<file path="src/rtl/tt_pad_pkg.sv">
// Shared types and parked-pad values for the pad-side sequencer.
package tt_pad_pkg;

  typedef enum logic [2:0] {
    OFF      = 3'd0,
    IN       = 3'd1,
    TURN_OUT = 3'd2,
    OUT      = 3'd3,
    TURN_IN  = 3'd4
  } pad_state_t;

  localparam logic PAD_PARK_A  = 1'b0;
  localparam logic PAD_PARK_OE = 1'b0;
  localparam logic PAD_PARK_IE = 1'b0;
  localparam logic PAD_PARK_SL = 1'b0;
  localparam logic PAD_PARK_CS = 1'b0;
  localparam logic PAD_PARK_PD = 1'b1;
  localparam logic PAD_PARK_PU = 1'b0;

  // Returns {pd, pu}. A conflicting request releases both pulls.
  function automatic logic [1:0] pull_resolve(input logic pd, input logic pu);
    return {pd & ~pu, pu & ~pd};
  endfunction

endpackage

</file>
<file path="src/rtl/tt_pad_in_filter.sv">
// Pad input synchroniser followed by a consecutive-sample glitch filter.
module tt_pad_in_filter
  import tt_pad_pkg::*;
#(
  parameter int SYNC_STAGES = 2,
  parameter int FILT_LEN    = 3
) (
  input  logic clk,
  input  logic rst,
  input  logic clr,
  input  logic d_async,
  output logic q
);

  localparam int CW = $clog2(FILT_LEN + 1);

  logic [SYNC_STAGES-1:0] sync;
  logic [CW-1:0]          cnt;
  logic                   sample;

  assign sample = sync[SYNC_STAGES-1];

  always_ff @(posedge clk) begin
    if (rst) begin
      sync <= '0;
      cnt  <= '0;
      q    <= 1'b0;
    end else begin
      sync <= {sync[SYNC_STAGES-2:0], d_async};
      if (clr) begin
        cnt <= '0;
        q   <= 1'b0;
      end else if (sample == q) begin
        cnt <= '0;
      end else if (cnt >= CW'(FILT_LEN - 1)) begin
        // FILT_LEN-th consecutive differing sample: accept it.
        q   <= sample;
        cnt <= CW'(FILT_LEN);
      end else begin
        cnt <= cnt + CW'(1);
      end
    end
  end

endmodule

</file>
<file path="src/rtl/tt_pad_seq.sv">
// Pad-side sequencer: direction turnaround FSM, pull legalisation and
// filtered input return path for one bidirectional pad.
module tt_pad_seq
  import tt_pad_pkg::*;
#(
  parameter int SYNC_STAGES = 2,
  parameter int FILT_LEN    = 3,
  parameter int TURN_CYCLES = 2
) (
  input  logic clk,
  input  logic rst,
  input  logic en,
  input  logic cell_A,
  input  logic cell_OE,
  input  logic cell_IE,
  input  logic cell_SL,
  input  logic cell_CS,
  input  logic cell_PD,
  input  logic cell_PU,
  output logic cell_Y,
  output logic pad_A,
  output logic pad_OE,
  output logic pad_IE,
  output logic pad_SL,
  output logic pad_CS,
  output logic pad_PD,
  output logic pad_PU,
  input  logic pad_Y,
  output logic turn,
  output logic pull_err
);

  localparam int TW = (TURN_CYCLES > 1) ? $clog2(TURN_CYCLES) : 1;
  localparam logic [TW-1:0] TURN_LOAD = TW'(TURN_CYCLES - 1);

  pad_state_t    state, nxt;
  logic [TW-1:0] cnt;
  logic          ie_nxt;
  logic [1:0]    pull;

  always_comb begin
    nxt = state;
    unique case (state)
      OFF:      if (en) nxt = IN;
      IN:       if (cell_OE) nxt = TURN_OUT;
      TURN_OUT: if (!cell_OE) nxt = IN;
                else if (cnt == '0) nxt = OUT;
      OUT:      if (!cell_OE) nxt = TURN_IN;
      TURN_IN:  if (cnt == '0) nxt = IN;
      default:  nxt = OFF;
    endcase
    if (!en) nxt = OFF;
  end

  // Filter is cleared on the same edge pad_IE falls, so cell_Y drops with it.
  assign ie_nxt = (nxt != OFF) & cell_IE;
  assign pull   = pull_resolve(cell_PD, cell_PU);

  always_ff @(posedge clk) begin
    if (rst) begin
      state    <= OFF;
      cnt      <= '0;
      pad_A    <= PAD_PARK_A;
      pad_OE   <= PAD_PARK_OE;
      pad_IE   <= PAD_PARK_IE;
      pad_SL   <= PAD_PARK_SL;
      pad_CS   <= PAD_PARK_CS;
      pad_PD   <= PAD_PARK_PD;
      pad_PU   <= PAD_PARK_PU;
      turn     <= 1'b0;
      pull_err <= 1'b0;
    end else begin
      state <= nxt;

      if ((state == IN && nxt == TURN_OUT) || (state == OUT && nxt == TURN_IN))
        cnt <= TURN_LOAD;
      else if (nxt == OFF || nxt == IN || nxt == OUT)
        cnt <= '0;
      else if (cnt != '0)
        cnt <= cnt - TW'(1);

      if (nxt == OFF) begin
        pad_A  <= PAD_PARK_A;
        pad_OE <= PAD_PARK_OE;
        pad_IE <= PAD_PARK_IE;
        pad_SL <= PAD_PARK_SL;
        pad_CS <= PAD_PARK_CS;
        pad_PD <= PAD_PARK_PD;
        pad_PU <= PAD_PARK_PU;
        turn   <= 1'b0;
      end else begin
        pad_OE <= (nxt == OUT);
        turn   <= (nxt == TURN_OUT) || (nxt == TURN_IN);
        pad_IE <= cell_IE;
        pad_SL <= cell_SL;
        pad_CS <= cell_CS;
        {pad_PD, pad_PU} <= pull;
        if (cell_PD && cell_PU) pull_err <= 1'b1;
        // Data is frozen on the OE-rise edge so the driver starts on the pre-loaded value.
        if (nxt == TURN_OUT || (nxt == OUT && state == OUT))
          pad_A <= cell_A;
      end
    end
  end

  tt_pad_in_filter #(
    .SYNC_STAGES(SYNC_STAGES),
    .FILT_LEN   (FILT_LEN)
  ) u_in_filter (
    .clk    (clk),
    .rst    (rst),
    .clr    (~ie_nxt),
    .d_async(pad_Y),
    .q      (cell_Y)
  );

endmodule

</file>
<file path="config.mk">
export PLATFORM = sky130hd
export DESIGN_NAME = tt_pad_seq
export DESIGN_NICKNAME = d
export VERILOG_FILES = /design/src/rtl/tt_pad_pkg.sv /design/src/rtl/tt_pad_in_filter.sv /design/src/rtl/tt_pad_seq.sv
export SDC_FILE = /design/constraint.sdc
export NUM_CORES = 1
export LEC_CHECK = 0
export ABC_AREA = 1
export BUFFER_PORTS_ARGS = -buffer_cell sky130_fd_sc_hd__buf_2
export CAP_MARGIN = 5
export CORE_MARGIN = 1.5
export CORE_UTILIZATION = 49
export CTS_BUF_LIST = sky130_fd_sc_hd__clkbuf_2 sky130_fd_sc_hd__clkbuf_4 sky130_fd_sc_hd__clkbuf_8
export CTS_CLUSTER_DIAMETER = 60
export CTS_CLUSTER_SIZE = 20
export DETAILED_ROUTE_END_ITERATION = 12
export HOLD_SLACK_MARGIN = 0.15
export PLACE_DENSITY = 0.76
export SETUP_SLACK_MARGIN = 0.02
export SYNTH_ARGS = -nofsm -noshare
export SYNTH_HDL_FRONTEND = slang
export SYNTH_SLANG_ARGS = --single-unit
</file>
<file path="constraint.sdc">
create_clock -name clk -period 1.4 [get_ports clk]
set_input_delay 0.28 -clock clk [delete_from_list [all_inputs] [get_ports clk]]
set_output_delay 0.28 -clock clk [all_outputs]
set_load 0.005 [all_outputs]
</file>
==> metrics.log, run 1 <==
[metrics] leading cell type in the layout, fill and taps excluded: buf_2
[metrics] final-stage net count: 120
[metrics] ratio of cells with drive above 1 in the final layout: 37.04%
[metrics] setup-violating endpoint count in the final report: 0
[metrics] initial cell density of the core: 53.66%
[metrics] worst setup path category: flip-flop to flip-flop
[metrics] die area: 0.001680 mm2
[metrics] number of endpoints with negative hold slack in the final report: 0
[metrics] area added between synthesis and finish: 21.42%
[metrics] Die H: 40.99 um
[metrics] HPWL after detailed placement: 928.9 um
[metrics] max-slew violation total from the final report: 0
[metrics] post-route DRC violation count: 0
[metrics] width of the die: 40.99 um
[metrics] Avg WL per Cell: 9.480 um
[metrics] Peak VDD IR: 707.1 uV
[metrics] Ant. Diodes: 0
[metrics] worst-margin pin slew: 0.2230 ns
[metrics] via count of the first global-routing pass: 447
[metrics] total global routing overflow: 0
[metrics] Synth Cell Area: 706.9 um2
[metrics] leading cell types in the layout, fill and taps excluded: buf_2, dfxtp_1, nor2_1
[metrics] PnR Total Power: 927.2 uW
[metrics] Clock Root Buffer: clkbuf_4
[metrics] total of flip-flops plus latches after synthesis: 18
[metrics] worst clock skew on the final layout: 0.003445 ns
[metrics] total vias in the final route: 587
[metrics] Synth Area in Compound Gates: 6.018%
[metrics] startpoint of the lowest-slack register-to-register path: state[2]
[metrics] number of buffer cells added on primary ports: 20
[metrics] post-synthesis sequential area ratio: 50.97%
[metrics] clock tree from TritonCTS: done
[metrics] number of antenna violations at the first check in global routing: 0
[metrics] TritonCTS sink count: 18
[metrics] portion of the clock cycle consumed by the worst path in the final layout: 83.67%
[metrics] final setup TNS: 0 ns
[metrics] clock transition at the registers of the reported paths: 0.10 ns
[metrics] main combinational cell family by area after synthesis: simple AND/OR/NAND/NOR gates
[metrics] Switching Fraction: 22.69%
[metrics] share of cell area taken by muxes after synthesis: 0%
[metrics] cells resized by post-CTS repair: 0
[metrics] crit path max fanout: 6
[metrics] maximum clock rate: 0.8537 GHz
[metrics] first-pass GRT wire length: 1676 um
[metrics] Vias per Instance: 4.772
[metrics] Syn Area/Cell: 8.317 um2
[metrics] Clock Power Share: 34.2%
[metrics] Critical Path Start Type: flip-flop
[metrics] violation count after the first detailed-routing iteration: 6
[metrics] Leakage: 0.0004347 uW
[metrics] Max Root-Sink Buffers: 2
[metrics] cell count of the worst hold path: 2
[metrics] run status: finished, final reports clean
[metrics] maximum number of pins on one net before global-route repair: 11
[metrics] Simple-Gate Fraction of Synth Area: 32.92%
[metrics] first-pass detailed-route iteration total: 4
[metrics] number of cells on the worst reg-to-reg path: 7
[metrics] synthesized netlist net count: 96
[metrics] critical path data arrival time: 1.36 ns
[metrics] maximum level of the CTS H-tree: 1
[metrics] worst hold path type: primary input to flip-flop
[metrics] Detail Route Antenna Nets: 0
[metrics] endpoint type of the worst setup path: flip-flop
[metrics] endpoint with the worst hold slack: pad_PU
[metrics] Clk Latency, worst-skew pair: 0.29 ns
[metrics] Final Util: 65.15%
[metrics] total wirelength of the detailed-routed design: 1166 um
[metrics] unique cell type count in the Yosys netlist: 21
[metrics] number of clock buffers inserted by TritonCTS: 3
[metrics] CP required: 1.59 ns
[metrics] Reg2Reg Setup Slack: 0.23 ns
[metrics] Post-Syn Instances: 85
[metrics] warning count from the yosys run: 0
[metrics] internal power: 716.8 uW
[metrics] net switching power figure: 210.4 uW
[metrics] part of the power in registers: 57.3%
[metrics] number of core rows: 13
[metrics] Slew headroom: 85.11%
[metrics] Min Hold Slack: 0.1686 ns
[metrics] hold path startpoint: cell_PD
[metrics] adder and majority cell fraction of the synthesized area: 0%
[metrics] CORE AREA: 0.001318 mm2
[metrics] buffers inserted by post-CTS timing repair: 0
[metrics] time the worst path needs with I/O delays and setup: 1.171 ns
[metrics] overall global routing resource usage: 15.25%
[metrics] setup repair after global routing missed its margin: no
[metrics] Post-Synth XOR/XNOR Area: 1.239%
[metrics] endpoint of the lowest-slack register-to-register path: pad_A
[metrics] I/O pin cnt: 21
[metrics] Cell Pwr Density: 1080 mW/mm2
[metrics] Comb pwr share: 8.6%
[metrics] final weighted congestion in routability-driven placement: 0.7910
[metrics] MaxCap Viol Count: 0
[metrics] hold-fix buffer count after cts: 0
area by class of cell:
class	instances	area (um2)
fillers	110	459.2
flip-flops and latches	18	360.3
multi-input cells	51	284.0
repair buffers	20	100.1
inverters	15	58.81
clock buffers	4	36.28
well taps	15	18.77
state kept, by name, indices dropped and copies added, names as in the netlist:
signal / flops
pad_SL: 1
pad_A: 1
pad_CS: 1
pad_PU: 1
cnt: 1
state: 3
pad_PD: 1
u_in_filter.sync: 2
turn: 1
pad_OE: 1
u_in_filter.q: 1
pull_err: 1
pad_IE: 1
u_in_filter.cnt: 2
worst max-delay path: stages, from the launching register on:
cell	delay (ns)
dfxtp_1	0.45
inv_2	0.09
nand2_1	0.07
nand4_1	0.09
nand2_2	0.10
nand3_2	0.07
a21oi_1	0.14
nor2_1	0.06
metrics by stage:
step	setup WS (ns)	area (um2)	instances
after floorplan	0.3722	706.9	85
after global placement	0.2629	822.0	119
after detailed placement	0.2591	822.0	119
after CTS	0.2418	858.3	123
after global routing	0.1127	858.3	123
final	0.2286	858.3	123
synth_stat cells:
cell type / n / area (um2)
a21oi_1: 4 / 20.02
a21oi_2: 1 / 8.760
a31oi_1: 1 / 6.260
clkbuf_1: 1 / 3.750
dfxtp_1: 18 / 360.4
inv_1: 11 / 41.29
inv_2: 3 / 11.26
inv_4: 1 / 6.260
nand2_1: 10 / 37.54
nand2_2: 5 / 31.28
nand3_1: 2 / 10.01
nand3_2: 2 / 20.02
nand4_1: 3 / 18.77
nor2_1: 16 / 60.06
nor2_2: 1 / 6.260
nor2_4: 1 / 11.26
nor2_8: 1 / 20.02
nor3_1: 1 / 5.000
nor4_2: 1 / 12.51
o21a_1: 1 / 7.510
xor2_1: 1 / 8.760
power by group through the flow:
stage / clock network, uW / logic (uW) / registers (uW)
4_1_cts: 324 / 80.8 / 531
5_1_grt: 338 / 89.6 / 532
6_report: 317 / 79.6 / 531
3_3_place_gp: 0 / 79.4 / 542
2_1_floorplan: 0 / 47.8 / 544
3_5_place_dp: 0 / 80.5 / 543
how the worst max path moves through the flow:
stage                         from  slack, ns    end  depth (start not counted)
after floorplan           state[1]       0.37  pad_A                          8
after global placement    state[2]       0.26  pad_A                          7
after detailed placement  state[2]       0.26  pad_A                          7
after CTS                 state[2]       0.24  pad_A                          7
after global routing      state[2]       0.11  pad_A                          7
final                     state[2]       0.23  pad_A                          7
kinds of logic (layout without fill, tap and decap cells):
kind of cell,after synthesis,in the layout
compound gates,7,7
xor+xnor,1,1
buf+inv,16,39
flops,18,18
simple gates,43,43
per-layer routing:
layer | global-route usage [%] | share of wire (%) | vias to the layer above
met1 | 19.93 | 48 | 257
met3 | 4.891 | 5.1 | 0
li1 | - | - | 314
met2 | 22.27 | 47 | 16
met5 | 0 | 0 | -
met4 | 7.500 | 0 | 0
(Power assumes the default switching activity.)
==> run 2: changes to the inputs <==
clock period = 1.2 ns   (was 1.4 ns; I/O delays follow)
==> run 2 against run 1 <==
Net effect:
- global-route usage is 1.4 points higher
- count of clock-buffer cells in the layout stayed put
- power is 20% higher
- sequential cell count stayed put
- clock skew is 0.0019 ns higher
- combinational power is 52% higher
- sequential share of layout area is 3.8 points lower
- sequential power is 17% higher
- die area stayed put
- wire length is 26% higher
- setup slack worse by 0.23 ns
- largest power group unchanged
==> metrics.log, run 2 (synthesis results as in run 1) <==
[metrics] run status: finished, final reports clean
[metrics] Cell Pwr Density: 1171 mW/mm2 (+8.4%)
[metrics] critical path data arrival time: 1.44 ns (+0.08 ns)
[metrics] number of clock buffers inserted by TritonCTS: 3 (unchanged)
[metrics] Clock Root Buffer: clkbuf_4
[metrics] cell count of the worst hold path: 3 (+1)
[metrics] CORE AREA: 0.001318 mm2 (unchanged)
[metrics] width of the die: 40.99 um (unchanged)
[metrics] Detail Route Antenna Nets: 0 (unchanged)
[metrics] slowest library cell on the worst path: dfxtp_2
[metrics] Placed Instances: 119 (unchanged)
[metrics] total number of cells along the worst setup path: 9 (+2)
[metrics] Worst Path Buf+Inv: 2 (+1)
[metrics] endpoint of the lowest-slack register-to-register path: u_in_filter.cnt[0]
[metrics] number of endpoints with negative hold slack in the final report: 0 (unchanged)
[metrics] leading cell types in the layout, fill and taps excluded: buf_2, nor2_1, dfxtp_1
[metrics] setup repair after global routing missed its margin: yes
[metrics] leading cell type in the layout, fill and taps excluded: buf_2
[metrics] Filler cells: 94 (-15%)
[metrics] registers with the most flip-flops: state x3, u_in_filter.cnt x2, u_in_filter.sync x2
[metrics] worst clock skew on the final layout: 0.005320 ns (+0.001875 ns)
[metrics] maximum level of the CTS H-tree: 1 (unchanged)
[metrics] portion of the clock cycle consumed by the worst path in the final layout: 99.74% (+16 points)
[metrics] ratio of cells with drive above 1 in the final layout: 43.10% (+6.1 points)
[metrics] time the worst path needs with I/O delays and setup: 1.197 ns (+0.02545 ns)
[metrics] violation count after the first detailed-routing iteration: 16 (+10)
[metrics] endpoint type of the worst setup path: flip-flop
[metrics] number of flip-flops in the largest register: 3 (unchanged)
[metrics] post-route standard cell area excluding fillers: 953.4 um2 (+11%)
[metrics] setup-violating endpoint count in the final report: 0 (unchanged)
[metrics] total global routing overflow: 0 (unchanged)
[metrics] Most flops, register: state
[metrics] overall global routing resource usage: 16.63% (+1.4 points)
[metrics] worst hold path type: primary input to flip-flop
[metrics] total wirelength of the detailed-routed design: 1474 um (+26%)
[metrics] HPWL after detailed placement: 928.9 um (unchanged)
[metrics] post-route DRC violation count: 0 (unchanged)
[metrics] Max Root-Sink Buffers: 2 (unchanged)
[metrics] Reg2Reg Setup Slack: 0.003 ns (-0.23 ns)
[metrics] worst-margin pin slew: 0.2575 ns (+0.03449 ns)
[metrics] clock transition at the registers of the reported paths: 0.11 ns (about the same)
[metrics] via count of the first global-routing pass: 491 (+9.8%)
[metrics] Ant. Diodes: 0 (unchanged)
[metrics] number of core rows: 13 (unchanged)
[metrics] number of cells on the worst reg-to-reg path: 9 (+2)
[metrics] maximum number of pins on one net before global-route repair: 11 (unchanged)
[metrics] clock tree from TritonCTS: done
[metrics] post-route insts no fill: 131 (+6.5%)
[metrics] cells traversed along the worst timing path: inv_2, nand2_2, nand2_2, nand2_4, nor2_4, clkinv_4, nor2_8, nand2_4, a21oi_2
[metrics] Slew headroom: 82.78% (-2.3 points)
[metrics] Die H: 40.99 um (unchanged)
[metrics] final-stage net count: 128 (+6.7%)
[metrics] Leakage: 0.0004877 uW (+12%)
[metrics] die area: 0.001680 mm2 (unchanged)
[metrics] crit path max fanout: 6 (unchanged)
[metrics] max-slew violation total from the final report: 0 (unchanged)
[metrics] placed cell area: 822.0 um2 (unchanged)
[metrics] Vias per Instance: 4.916 (+3.0%)
[metrics] Final Util: 72.36% (+7.2 points)
[metrics] area occupied by multi-input gates: 302.8 um2 (+6.6%)
[metrics] Top Family by Delay on Critical Path: simple AND/OR/NAND/NOR gates
[metrics] Clk Latency, worst-skew pair: 0.29 ns (about the same)
[metrics] Peak VDD IR: 859.5 uV (+22%)
[metrics] area added between synthesis and finish: 34.87%
[metrics] total vias in the final route: 644 (+9.7%)
[metrics] TritonCTS sink count: 18 (unchanged)
[metrics] number of buffer cells added on primary ports: 20 (unchanged)
[metrics] MaxCap Viol Count: 0 (unchanged)
[metrics] initial cell density of the core: 53.66% (unchanged)
[metrics] final weighted congestion in routability-driven placement: 0.7910 (unchanged)
[metrics] Min Hold Slack: 0.2048 ns (+0.03623 ns)
[metrics] critical path endpoint: u_in_filter.cnt[0]
[metrics] number of antenna violations at the first check in global routing: 0 (unchanged)
[metrics] FF/Latch Area: 364.1 um2 (+1.0%)
[metrics] first-pass detailed-route iteration total: 4 (unchanged)
[metrics] final setup TNS: 0 ns (unchanged)
[metrics] crit path from: state[0]
[metrics] CP required: 1.44 ns (-0.15 ns)
[metrics] first-pass GRT wire length: 1835 um (+9.5%)
[metrics] biggest cell delay along the critical path: 0.34 ns (-0.11 ns)
[metrics] Avg WL per Cell: 11.25 um (+19%)
[metrics] worst setup path category: flip-flop to flip-flop
[metrics] Critical Path Start Type: flip-flop
[metrics] startpoint of the lowest-slack register-to-register path: state[0]
[metrics] maximum clock rate: 0.8355 GHz (-2.1%)
[metrics] I/O pin cnt: 21 (unchanged)
==> run 2: changes by cell type in the layout (fill, tap and decap cells not counted), sizes merged <==
cell / change
clkinv: +1
dlygate4sd3: +4
inv: -1
buf: +4
==> run 2: timing repair <==
action,CTS,global route
resized for setup,0,9
hold buffers,4,0
endpoints found under the setup margin,0,6
endpoints found under the hold margin,4,0
setup buffers,0,4
==> run 2: worst min path at each step <==
stage                              from                   to  slack, ns
floorplan                       cell_PD               pad_PU       0.31
CTS                             cell_PU               pad_PU       0.20
detailed placement  u_in_filter.sync[0]  u_in_filter.sync[1]       0.40
global placement    u_in_filter.sync[0]  u_in_filter.sync[1]       0.39
finish                          cell_PU               pad_PU       0.20
global route                    cell_PU               pad_PU       0.21
==> run 2: area by class of cell <==
type,instances,share of cell area (%)
tap,15,1.969
clock buffer,4,3.806
inverter,15,6.430
timing repair buffer,28,17.85
sequential,18,38.19
multi-input combinational,51,31.76
==> run 2: routing by layer <==
metal	track usage (%)	up-vias	share of wire [%]
met2	26.17	20	52
li1	-	329	-
met1	20.67	293	43
met3	4.891	2	3.6
met5	0	-	0
met4	7.500	0	1.8
==> run 2: report_power, final <==
part	switching (uW)	total (uW)	internal, uW
Combinational	64.4	121	56.3
Clock	190	375	185
Sequential	6.94	621	614
Total	261	1120	855
==> run 2: metrics by stage <==
step,setup slack [ns],power (uW)
6_report,0.003154,1117
5_1_grt,-0.05777,1147
4_1_cts,0.04177,1101
3_5_place_dp,0.05907,727.0
3_3_place_gp,0.06283,725.5
2_1_floorplan,0.1722,690.0
==> run 2: worst reg2reg max path: cells and delay by family (launching register included) <==
| family | cells | cell delay, ns |
|---|---|---|
| AND/OR/NAND/NOR | 6 | 0.53 |
| flip-flops | 1 | 0.34 |
| AO/OA/AOI/OAI | 1 | 0.10 |
| buffers and inverters | 2 | 0.17 |
==> run 3: changes to the inputs <==
CAP_MARGIN = 10   (was 5)
clock period = 1.5 ns   (was 1.2 ns; I/O delays follow)
==> run 3 against run 2 <==
Net effect:
- die area is the same
- sequential cell count is the same
- register-to-register slack gained 0.36 ns
- sequential power shrank 20%
- cell area shrank 10%
- global-route usage grew 1.8 points
- highest routed layer unchanged
==> metrics.log, run 3 (synthesis results as in run 1) <==
[metrics] area occupied by multi-input gates: 284.0 um2 (-6.2%)
[metrics] Peak VDD IR: 784.0 uV (-8.8%)
[metrics] final setup TNS: 0 ns (unchanged)
[metrics] setup repair after global routing missed its margin: no
[metrics] Ant. Diodes: 0 (unchanged)
[metrics] clock transition at the registers of the reported paths: 0.10 ns (about the same)
[metrics] CORE AREA: 0.001318 mm2 (unchanged)
[metrics] Min Hold Slack: 0.1784 ns (-0.02639 ns)
[metrics] registers with the most flip-flops: state x3, u_in_filter.cnt x2, u_in_filter.sync x2
[metrics] maximum clock rate: 0.8823 GHz (+5.6%)
[metrics] area added between synthesis and finish: 21.42%
[metrics] FF/Latch Area: 360.3 um2 (-1.0%)
[metrics] total vias in the final route: 583 (-9.5%)
[metrics] number of antenna violations at the first check in global routing: 0 (unchanged)
[metrics] worst hold path type: primary input to flip-flop
[metrics] hold-fix buffer count after cts: 0 (-4)
[metrics] Final Util: 65.15% (-7.2 points)
[metrics] Clock Root Buffer: clkbuf_4
[metrics] Leakage: 0.0004347 uW (-11%)
[metrics] MaxCap Viol Count: 0 (unchanged)
[metrics] leading cell type in the layout, fill and taps excluded: buf_2
[metrics] placed cell area: 822.0 um2 (unchanged)
[metrics] Cell Pwr Density: 1012 mW/mm2 (-14%)
[metrics] run status: finished, final reports clean
[metrics] cells traversed along the worst timing path: nand2_1, nor2_1, nor2_1, a21oi_1, nand4_1, a21oi_1
[metrics] Avg WL per Cell: 9.854 um (-12%)
[metrics] worst setup path category: flip-flop to flip-flop
[metrics] overall global routing resource usage: 18.39% (+1.8 points)
[metrics] total wirelength of the detailed-routed design: 1212 um (-18%)
[metrics] worst-margin pin slew: 0.2066 ns (-0.05086 ns)
[metrics] I/O pin cnt: 21 (unchanged)
[metrics] cells resized by post-CTS repair: 0 (unchanged)
[metrics] HPWL after detailed placement: 948 um (+2.1%)
[metrics] critical path data arrival time: 1.37 ns (-0.07 ns)
[metrics] first-pass detailed-route iteration total: 5 (+1)
[metrics] clock tree from TritonCTS: done
[metrics] crit path max fanout: 3 (-3)
[metrics] Most flops, register: state
[metrics] Clk Latency, worst-skew pair: 0.30 ns (about the same)
[metrics] max-slew violation total from the final report: 0 (unchanged)
[metrics] final-stage net count: 120 (-6.3%)
[metrics] total global routing overflow: 0 (unchanged)
[metrics] via count of the first global-routing pass: 431 (-12%)
[metrics] worst clock skew on the final layout: 0.009975 ns (+0.004655 ns)
[metrics] first-pass GRT wire length: 1835 um (unchanged)
[metrics] Slew headroom: 86.12% (+3.3 points)
[metrics] ratio of cells with drive above 1 in the final layout: 37.04% (-6.1 points)
[metrics] die area: 0.001680 mm2 (unchanged)
[metrics] TritonCTS sink count: 18 (unchanged)
[metrics] time the worst path needs with I/O delays and setup: 1.133 ns (-0.06341 ns)
[metrics] setup-violating endpoint count in the final report: 0 (unchanged)
[metrics] final weighted congestion in routability-driven placement: 0.7472 (-5.5%)
[metrics] number of endpoints with negative hold slack in the final report: 0 (unchanged)
[metrics] initial cell density of the core: 53.66% (unchanged)
[metrics] endpoint type of the worst setup path: flip-flop
[metrics] Die H: 40.99 um (unchanged)
[metrics] width of the die: 40.99 um (unchanged)
[metrics] Filler cells: 113 (+20%)
[metrics] slowest library cell on the worst path: dfxtp_1
[metrics] Critical Path Start Type: flip-flop
[metrics] leading cell types in the layout, fill and taps excluded: buf_2, dfxtp_1, nor2_1
[metrics] buffers inserted by post-CTS timing repair: 0 (unchanged)
[metrics] post-route DRC violation count: 0 (unchanged)
[metrics] Max Root-Sink Buffers: 2 (unchanged)
[metrics] biggest cell delay along the critical path: 0.38 ns (+0.04 ns)
[metrics] Detail Route Antenna Nets: 0 (unchanged)
[metrics] number of core rows: 13 (unchanged)
[metrics] portion of the clock cycle consumed by the worst path in the final layout: 75.56% (-24 points)
[metrics] CP required: 1.73 ns (+0.29 ns)
[metrics] number of flip-flops in the largest register: 3 (unchanged)
[metrics] post-route standard cell area excluding fillers: 858.3 um2 (-10%)
[metrics] Vias per Instance: 4.740 (-3.6%)
[metrics] violation count after the first detailed-routing iteration: 11 (-5)
[metrics] number of buffer cells added on primary ports: 20 (unchanged)
[metrics] number of clock buffers inserted by TritonCTS: 3 (unchanged)
[metrics] maximum level of the CTS H-tree: 1 (unchanged)
[metrics] maximum number of pins on one net before global-route repair: 11 (unchanged)
-- run 3: worst max-delay path: cells and delay by family, from the launching register on --
family | cells | cell delay [ns]
AOI/OAI and AO/OA | 2 | 0.33
DFF | 1 | 0.38
and+or+nand+nor | 4 | 0.36
-- run 3: final cells by class --
| type | instances | share of cell area, % |
|---|---|---|
| clock buffer | 4 | 4.227 |
| inverter | 15 | 6.851 |
| tap | 15 | 2.187 |
| multi-input combinational | 51 | 33.09 |
| timing repair buffer | 20 | 11.66 |
| sequential | 18 | 41.98 |
-- run 3: metal layers --
metal  routed length (um)  GRT usage, %
met2                  554         25.78
met5                    0             0
met1                  553         21.21
met3                   60         8.152
met4                   43         15.00
-- run 3: worst paths after layout --
kind | start | slack [ns] | to | cells after the start
hold / removal | cell_PD | 0.18 | pad_PU | 2
setup / recovery | state[1] | 0.37 | cnt | 6
hold reg to reg | u_in_filter.sync[0] | 0.41 | u_in_filter.sync[1] | 2
setup reg to reg | state[1] | 0.37 | cnt | 6
-- run 3: through the flow --
| stage | cells | total power [uW] | setup slack [ns] |
|---|---|---|---|
| finish | 123 | 868.7 | 0.3666 |
| CTS | 123 | 878.6 | 0.3565 |
| detailed placement | 119 | 581.7 | 0.3837 |
| floorplan | 85 | 552.0 | 0.4722 |
| global route | 123 | 911.8 | 0.1858 |
| global placement | 119 | 580.5 | 0.3793 |
-- run 3: where the power goes --
group | switching (uW) | internal, uW | total (uW)
combinational | 44.5 | 30.6 | 75.1
sequential | 4.89 | 491 | 496
clock | 150 | 148 | 298
